<file path="config.mk">
export PLATFORM = sky130hd
export DESIGN_NAME = icache_direct_flat
export DESIGN_NICKNAME = d
export VERILOG_FILES = /design/src/rtl/icache_direct_if.sv /design/src/rtl/icache_direct.sv /design/src/flat_wrapper.sv
export SDC_FILE = /design/constraint.sdc
export NUM_CORES = 1
export LEC_CHECK = 0
export BUFFER_PORTS_ARGS = -buffer_cell sky130_fd_sc_hd__buf_2
export CAP_MARGIN = 20
export CORE_MARGIN = 1
export CORE_UTILIZATION = 50
export CTS_CLUSTER_DIAMETER = 30
export DETAILED_ROUTE_END_ITERATION = 8
export GPL_ROUTABILITY_DRIVEN = 0
export PLACE_DENSITY = 0.69
export SYNTH_ARGS = -nofsm -noshare
export SYNTH_HDL_FRONTEND = slang
export SYNTH_SLANG_ARGS = --single-unit
</file>
<file path="constraint.sdc">
create_clock -name clk_in -period 9.6 [get_ports clk_in]
set_clock_uncertainty 0.2 [all_clocks]
set_input_delay 1.44 -clock clk_in [delete_from_list [all_inputs] [get_ports clk_in]]
set_output_delay 1.44 -clock clk_in [all_outputs]
set_load 0.01 [all_outputs]
</file>
<file path="src/rtl/icache_direct_if.sv">
// Fetch-side and refill-side handshake bundle for icache_direct.
// slave = cache side, master = fetcher/memory side.
interface icache_direct_if;
    logic        fetch_valid;
    logic [31:0] fetch_pc;
    logic        fetch_ready;
    logic [31:0] fetch_instr;
    logic        mem_instr_signal;
    logic [31:0] mem_instr_a;
    logic [63:0] mem_instr_d;
    logic        mem_instr_done;

    modport slave (
        input  fetch_valid, fetch_pc, mem_instr_d, mem_instr_done,
        output fetch_ready, fetch_instr, mem_instr_signal, mem_instr_a
    );

    modport master (
        output fetch_valid, fetch_pc, mem_instr_d, mem_instr_done,
        input  fetch_ready, fetch_instr, mem_instr_signal, mem_instr_a
    );
endinterface

</file>
<file path="src/rtl/icache_direct.sv">
// Direct-mapped instruction cache, 8-byte lines refilled via one 64-bit fetch.
// Define ICACHE_STATS_EN to add the hit_count/miss_count counters.
module icache_direct #(
    parameter int unsigned INDEX_WIDTH = 4
) (
    input  logic clk_in,
    input  logic rst_in,
    input  logic rdy_in,
    input  logic clear_signal,
    icache_direct_if.slave bus
`ifdef ICACHE_STATS_EN
    ,
    output logic [31:0] hit_count,
    output logic [31:0] miss_count
`endif
);

    localparam int unsigned TAG_WIDTH = 29 - INDEX_WIDTH;
    localparam int unsigned LINES     = 1 << INDEX_WIDTH;

    typedef enum logic {
        S_IDLE,
        S_MISS
    } state_t;

    state_t state_q, state_d;

    logic [LINES-1:0]     valid_q;
    logic [TAG_WIDTH-1:0] tag_q  [LINES];
    logic [63:0]          data_q [LINES];

    logic        ready_q, ready_d;
    logic [31:0] instr_q, instr_d;
    logic        sig_q, sig_d;
    logic [31:0] addr_q, addr_d;
    logic        fill_en;
    logic        hit_acc;
    logic        miss_acc;

    logic [INDEX_WIDTH-1:0] pc_index;
    logic [TAG_WIDTH-1:0]   pc_tag;
    logic                   pc_word;
    logic                   hit;
    logic [31:0]            hit_word;
    logic [31:0]            fill_word;
    logic                   accept;
    logic                   unused_pc_bits;

    // The fetcher holds fetch_pc stable for the whole miss, so it also indexes the fill.
    assign pc_index       = bus.fetch_pc[2+INDEX_WIDTH:3];
    assign pc_tag         = bus.fetch_pc[31:3+INDEX_WIDTH];
    assign pc_word        = bus.fetch_pc[2];
    assign unused_pc_bits = ^bus.fetch_pc[1:0];

    assign hit       = valid_q[pc_index] && (tag_q[pc_index] == pc_tag);
    assign hit_word  = pc_word ? data_q[pc_index][63:32] : data_q[pc_index][31:0];
    assign fill_word = pc_word ? bus.mem_instr_d[63:32] : bus.mem_instr_d[31:0];

    // A cycle presenting fetch_ready never accepts, so a held pc is not answered twice.
    assign accept = bus.fetch_valid && !ready_q && !clear_signal;

    always_comb begin
        state_d  = state_q;
        ready_d  = 1'b0;
        instr_d  = instr_q;
        sig_d    = sig_q;
        addr_d   = addr_q;
        fill_en  = 1'b0;
        hit_acc  = 1'b0;
        miss_acc = 1'b0;
        case (state_q)
            S_IDLE: begin
                if (accept) begin
                    if (hit) begin
                        ready_d = 1'b1;
                        instr_d = hit_word;
                        hit_acc = 1'b1;
                    end else begin
                        sig_d    = 1'b1;
                        addr_d   = {bus.fetch_pc[31:3], 3'b000};
                        state_d  = S_MISS;
                        miss_acc = 1'b1;
                    end
                end
            end
            S_MISS: begin
                fill_en = bus.mem_instr_done;
                if (clear_signal) begin
                    sig_d   = 1'b0;
                    state_d = S_IDLE;
                end else if (bus.mem_instr_done) begin
                    ready_d = 1'b1;
                    instr_d = fill_word;
                    sig_d   = 1'b0;
                    state_d = S_IDLE;
                end
            end
            default: begin
                sig_d   = 1'b0;
                state_d = S_IDLE;
            end
        endcase
    end

    always_ff @(posedge clk_in) begin
        if (rst_in) begin
            state_q <= S_IDLE;
            ready_q <= 1'b0;
            instr_q <= '0;
            sig_q   <= 1'b0;
            addr_q  <= '0;
        end else if (rdy_in) begin
            state_q <= state_d;
            ready_q <= ready_d;
            instr_q <= instr_d;
            sig_q   <= sig_d;
            addr_q  <= addr_d;
        end
    end

    always_ff @(posedge clk_in) begin
        if (rst_in) begin
            valid_q <= '0;
        end else if (rdy_in && fill_en) begin
            valid_q[pc_index] <= 1'b1;
        end
    end

    always_ff @(posedge clk_in) begin
        if (!rst_in && rdy_in && fill_en) begin
            tag_q[pc_index]  <= pc_tag;
            data_q[pc_index] <= bus.mem_instr_d;
        end
    end

    assign bus.fetch_ready      = ready_q;
    assign bus.fetch_instr      = instr_q;
    assign bus.mem_instr_signal = sig_q;
    assign bus.mem_instr_a      = addr_q;

`ifdef ICACHE_STATS_EN
    always_ff @(posedge clk_in) begin
        if (rst_in) begin
            hit_count  <= '0;
            miss_count <= '0;
        end else if (rdy_in) begin
            if (hit_acc) begin
                hit_count <= hit_count + 32'd1;
            end
            if (miss_acc) begin
                miss_count <= miss_count + 32'd1;
            end
        end
    end
`endif

endmodule

</file>
<file path="src/flat_wrapper.sv">
// flat-port wrapper written by rule: the top's interface ports become plain ports
module icache_direct_flat 
#(
    parameter int unsigned INDEX_WIDTH = 4
)
  (clk_in, rst_in, rdy_in, clear_signal, bus_fetch_valid, bus_fetch_pc, bus_mem_instr_d, bus_mem_instr_done, bus_fetch_ready, bus_fetch_instr, bus_mem_instr_signal, bus_mem_instr_a);
  icache_direct_if bus_i ();
  input  logic clk_in;
  input  logic rst_in;
  input  logic rdy_in;
  input  logic clear_signal;
  input wire logic [$bits(bus_i.fetch_valid)-1:0] bus_fetch_valid;
  input wire logic [$bits(bus_i.fetch_pc)-1:0] bus_fetch_pc;
  input wire logic [$bits(bus_i.mem_instr_d)-1:0] bus_mem_instr_d;
  input wire logic [$bits(bus_i.mem_instr_done)-1:0] bus_mem_instr_done;
  output wire logic [$bits(bus_i.fetch_ready)-1:0] bus_fetch_ready;
  output wire logic [$bits(bus_i.fetch_instr)-1:0] bus_fetch_instr;
  output wire logic [$bits(bus_i.mem_instr_signal)-1:0] bus_mem_instr_signal;
  output wire logic [$bits(bus_i.mem_instr_a)-1:0] bus_mem_instr_a;
  assign bus_i.fetch_valid = bus_fetch_valid;
  assign bus_i.fetch_pc = bus_fetch_pc;
  assign bus_i.mem_instr_d = bus_mem_instr_d;
  assign bus_i.mem_instr_done = bus_mem_instr_done;
  assign bus_fetch_ready = bus_i.fetch_ready;
  assign bus_fetch_instr = bus_i.fetch_instr;
  assign bus_mem_instr_signal = bus_i.mem_instr_signal;
  assign bus_mem_instr_a = bus_i.mem_instr_a;
  icache_direct #(.INDEX_WIDTH(INDEX_WIDTH)) u_core (.clk_in(clk_in), .rst_in(rst_in), .rdy_in(rdy_in), .clear_signal(clear_signal), .bus(bus_i));
endmodule
</file>
Word level (Yosys, flattened, before mapping)
Memories as Yosys holds them, arrays and structs flattened.
Index checks and enable logic that the tools add are counted.
{ "classes": {"addsub": 0, "mul": 0, "div_mod_pow": 0, "n_lt_le_gt_ge": 2, "n_eq_ne": 7, "shifts": 0, "mux": 29, "n_bitwise": 3, "reduce_logical": 13} }
{ "ops": {"columns": ["cell", "n"], "rows": [
  ["32-bit two-way mux", 6],
  ["32-bit case mux with 2 select lines", 1],
  ["25-bit equality test", 1],
  ["1-bit two-way mux", 17],
  ["16-bit bitwise OR", 1],
  ["4-bit AND reduction", 2],
  ["1-bit logical AND", 7],
  ["2-bit != test, second input constant", 3],
  ["1-bit case mux with 2 select lines", 3],
  ["4-bit by 5-bit < comparator with 1-bit output, second input constant", 1],
  ["5-bit AND reduction", 1],
  ["1-bit binary-select mux with 4-bit select", 1],
  ["1-bit demux with 4-bit select", 1],
  ["4-bit by 1-bit greater-or-equal comparator with 1-bit output, second input constant", 1],
  ["2-bit by 1-bit != test with 1-bit output, second input constant", 2],
  ["1-bit zero test", 3],
  ["3-bit != test, second input constant", 1],
  ["1-bit inverter", 2]
]} }
{ "totals": {"ff_bits": 80, "latch_bits": 0, "ramBits": 1424, "romBits": 0, "elab_cells": 62, "memories": 2} }
{ "memory_table": {"columns": ["memory", "words", "width", "read_ports", "rd_ports_with_merged_regs", "write_ports", "line_no", "text"], "rows": [
  ["u_core.data_q", 16, 64, 1, 0, 1, "icache_direct.sv:30", "logic [63:0] data_q [LINES];"],
  ["u_core.tag_q", 16, 25, 1, 0, 1, "icache_direct.sv:29", "logic [TAG_WIDTH-1:0] tag_q [LINES];"]
]} }

Depth between registers and ports, before layout
{ "logic_depth": {"word_depth": 6, "depth_mapped": 17, "depth_no_buf": 9} }

Worst setup path after synthesis
Ideal clock, no wire load.
{ "synth_timing": {"path_kind": "input to register", "startpoint": "input bus_fetch_pc[6]", "endpoint": "memory u_core.data_q[10][0], enable pin", "setup_time_ns": 0.538, "arrival_time_ns": 7.480, "required_ns": 8.862, "setup_slack_ns": 1.382, "cell_stages": 10, "path_buffers": 8, "cell_sequence": "buf_2 buf_2 buf_2 buf_2 buf_2 clkbuf_1 clkbuf_1 buf_1 nand3b_1 nor2_1"} }
{ "synth_rtl": {"columns": ["element", "line_no", "text"], "rows": [
  ["from (decl)", "flat_wrapper.sv:13", "input wire logic [$bits(bus_i.fetch_pc)-1:0] bus_fetch_pc;"],
  ["to (decl)", "icache_direct.sv:30", null]
]} }
No word-level cell before the write port.

Final worst setup path
{ "layout_timing": {"startpoint": "input bus_fetch_pc[4]", "endpoint": "register u_core.instr_q[19] (netlist: u_core.bus.fetch_instr[19])"} }
{ "layout_between": {"elab_chain_cells": 5, "word_cells_on_any_way": 12} }
{ "layout_rtl": {"columns": ["element", "line_no", "text"], "rows": [
  ["memory 16 x 25 bit, or another cell as far along", null, null],
  ["25-bit equality test, or another cell as far along", "icache_direct.sv:55", "assign hit = valid_q[pc_index] && (tag_q[pc_index] == pc_tag);"],
  ["1-bit logical AND / 32-bit two-way mux (equally long branches)", "icache_direct.sv:55, icache_direct.sv:74", null],
  ["2-bit by 1-bit != test with 1-bit output (no line) / 32-bit two-way mux (equally long branches)", null, null],
  ["5-bit AND reduction (no line) / 32-bit case mux with 2 select lines (equally long branches)", null, null],
  ["to (signal assigned)", "icache_direct.sv:115", "instr_q <= instr_d;"],
  ["to (decl)", "icache_direct.sv:33", "logic [31:0] instr_q, instr_d;"]
]} }
Parallel ways exist; a longest one is shown, timed or not. The select of a mux whose other input is x is not followed.
A chain may end at the register's enable or synchronous reset.

==> run_results.csv <==
group,metric,value,unit
grt,overflow,0,
grt,grt_pass1_wl,205,mm
hold_path,hold_start,"u_core.bus.fetch_instr[2]$_SDFFE_PP0P_",
sta,rsz0062_at_grt,"false",
sta,hold_violations,0,
drt,dr.pass1.iters,8,
drt,antenna_left,0,
die,start_util,0.508,
synth,post-synth-top-count-cell,"edfxtp_1",
drt,drc,0,
worst_setup_path,path_buf_inv,4,
sta,period_needed,5.88,ns
placed_design,dp_hpwl,68.2,mm
worst_setup_path,crit_path_start,"bus_fetch_pc[4]",
outcome,status,"complete, no violations",
layout,final_nets,3096,
grt,antenna_found_initial,24,
synth,synthCells,2645,
layout,seqCellArea,44400,um2
clock_network,cts_tree,"yes",
worst_setup_path,critPathTopFamily,"buffers and inverters",
clock_network,clock_sinks,1504,
sta,setup_viol,0,
die,fp.coreArea,115000,um2
synth,ys.flop_type,"edfxtp_1",
drt,drtIter0Drc,3334,
synth,synth_top_area_frac,0.733,
synth,ys_ff_latch,1504,
synth,yosysSeqAreaShare,0.760,
synth,syn_area,58400,um2
clock_network,cts_resized,0,
pwr,p_leak,0.0230,uW
drt,wirelength,141,mm
sta,slew_headroom,0.255,
worst_setup_path,crit_top_cell,"buf_4",
grt,first_global_vias,30781,
worst_setup_path,setup.worst_path.start_class,"input port",
sta,fmax,170,MHz
clock_network,clk_pin_slew,0.05,ns
drt,detail_route.wl_per_cell,29.8,um
placed_design,io_buffers,162,
grt,grt_max_degree,90,
clock_network,hold_buffers,0,
layout,syn2layout_area_growth,21.1,%
die,rows,124,
pwr,p_per_area,250,nW/um2
clock_network,cts-buffers-inserted,291,
sta,fin_crit_sh,0.613,
drt,routed_via_density,6.20,
synth,ys_warn_count,0,
synth,netlist-cell-type-count,59,
drt,vias,29300,
flow_run,maxCapViolations,0,
hold_path,hold_path.class,"reg -> reg",
worst_setup_path,crit_fanout,88,
layout,layout-drive-gt1-share,0.363,
clock_network,clock_latency,0.84,ns
clock_network,clockBufferDepth,4,
grt,grt_util_all_layers,0.242,
worst_setup_path,critical_path.max_stage_delay,0.72,ns
die,io_pins,168,
worst_setup_path,r2r_start,"u_core.tag_q[10][6]$_DFFE_PP_",
synth,synth_edf_count,1424,
synth,synth_common_cells,"1,424 x edfxtp_1, 432 x mux4_2, 80 x dfxtp_1",
layout,fin_util,0.615,
synth,synth.avg_cell_area,22.1,um2
synth,synth_top_cell_by_area,"edfxtp_1",
worst_setup_path,cp_cell_sequence,"buf_8 -> buf_12 -> buf_4 -> mux4_2 -> nand2_1 -> o21ai_0 -> nand4_1 -> o31ai_1 -> o2111ai_1 -> or4_2 -> buf_4 -> nand3_1 -> a21oi_1",
worst_setup_path,critical_path_arrival,6.37,ns
worst_setup_path,critPathKind,"in -> reg",
worst_setup_path,slowest_stage,"buf_4",
synth,synth_area_leaders,"edfxtp_1 73%, mux4_2 17%, dfxtp_1 2.7%",
worst_setup_path,endpoint_kind,"flop",
die,die_h,344,um
sta,fin_setup_tns,0,ns
clock_network,clock-root-buffer,"clkbuf_16",
die,dieArea,118000,um2
layout,fillers,7638,
sta,tightest_slew,1.12,ns
layout,multi_input_area,13300,um2
sta,slew_violations,0,
clock_network,htree_num_levels,5,
clock_network,cts_setup_buffers,0,
die,fp.dieW,344,um
worst_setup_path,critical_path_required,10.09,ns
synth,synthArstFlopShare,0,
pwr,ir_drop,230,uV
-- stage by stage --
stage / hold WS, ns / std cells / instance area [um2] / total power (uW) / worst slack (ns)
CTS: 0.263 / 4718 / 70600 / 17800 / 3.77
floorplan: 0.249 / 2647 / 58400 / 7700 / 1.38
finish: 0.259 / 4728 / 70700 / 17700 / 3.72
global placement: 0.253 / 4212 / 61000 / 7900 / 3.00
global route: 0.282 / 4722 / 70700 / 18100 / 3.52
detailed placement: 0.252 / 4212 / 61000 / 7910 / 2.88
-- layout by cell type (no fill, tap or decap), types with 20 or more instances in the layout --
cell,count
mux4_2,432
edfxtp_1,1424
clkinv_2,42
clkbuf_16,294
dfxtp_1,80
buf_4,41
a21oi_1,72
clkbuf_1,26
inv_1,28
buf_2,157
inv_6,29
nand3_1,28
nand2_1,29
bufinv_16,33
nand3b_1,21
o21ai_0,72
o22ai_1,28
mux2i_1,54
clkinvlp_4,31
clkinv_1,20
-- cells by family after synthesis --
family	synth area share
buf+inv	0.0146
mux	0.180
flops	0.760
simple gates	0.0183
xor+xnor	0.00300
other cells	0.0000642
compound gates	0.0245
-- tightest hold or removal path: cells and delay by family (launching register included) --
| kind | cells | cell delay (ns) |
|---|---|---|
| flip-flops | 1 | 0.30 |
| AO/OA/AOI/OAI | 1 | 0.05 |
| AND/OR/NAND/NOR | 1 | 0.06 |
-- registers in the layout, summed over array words and instances (netlist names) --
| register | count |
|---|---|
| u_core.bus.fetch_instr | 32 |
| u_core.state_q | 1 |
| u_core.tag_q | 400 |
| u_core.bus.mem_instr_signal | 1 |
| u_core.bus.mem_instr_a | 29 |
| u_core.bus.fetch_ready | 1 |
| u_core.valid_q | 16 |
| u_core.data_q | 1024 |
-- final cells by class --
cell class,count,area share
timing repair buffer,213,0.0195
tap,1512,0.0268
sequential,1504,0.628
antenna,9,0.000319
clock buffer,331,0.108
inverter,29,0.00154
multi-input combinational,955,0.188
clock inverter,175,0.0281
-- where the power goes --
part | internal (uW) | total [uW] | switching [uW]
Clock | 6580 | 9850 | 3280
Combinational | 257 | 598 | 341
Sequential | 7190 | 7200 | 3.64
-- metal layers --
metal  global-route usage  part of all wire  vias up  wire, um
li1                     -                 -    12018         -
met1                0.318              0.38    15464     53700
met2                0.395              0.50     1474     70400
met3               0.0606             0.090      318     12700
met4               0.0886             0.029       26      4060
met5                    0            0.0011        -       156
-- worst paths after layout --
kind	endpoint	slack, ns	cells past startpoint
setup / recovery	u_core.bus.fetch_instr[19]$_SDFFE_PP0P_	3.72	13
hold / removal	u_core.bus.fetch_instr[2]$_SDFFE_PP0P_	0.26	2
setup reg to reg	u_core.bus.fetch_instr[19]$_SDFFE_PP0P_	5.39	10
hold reg to reg	u_core.bus.fetch_instr[2]$_SDFFE_PP0P_	0.26	2
No activity file was read; power rests on OpenSTA's default activity.
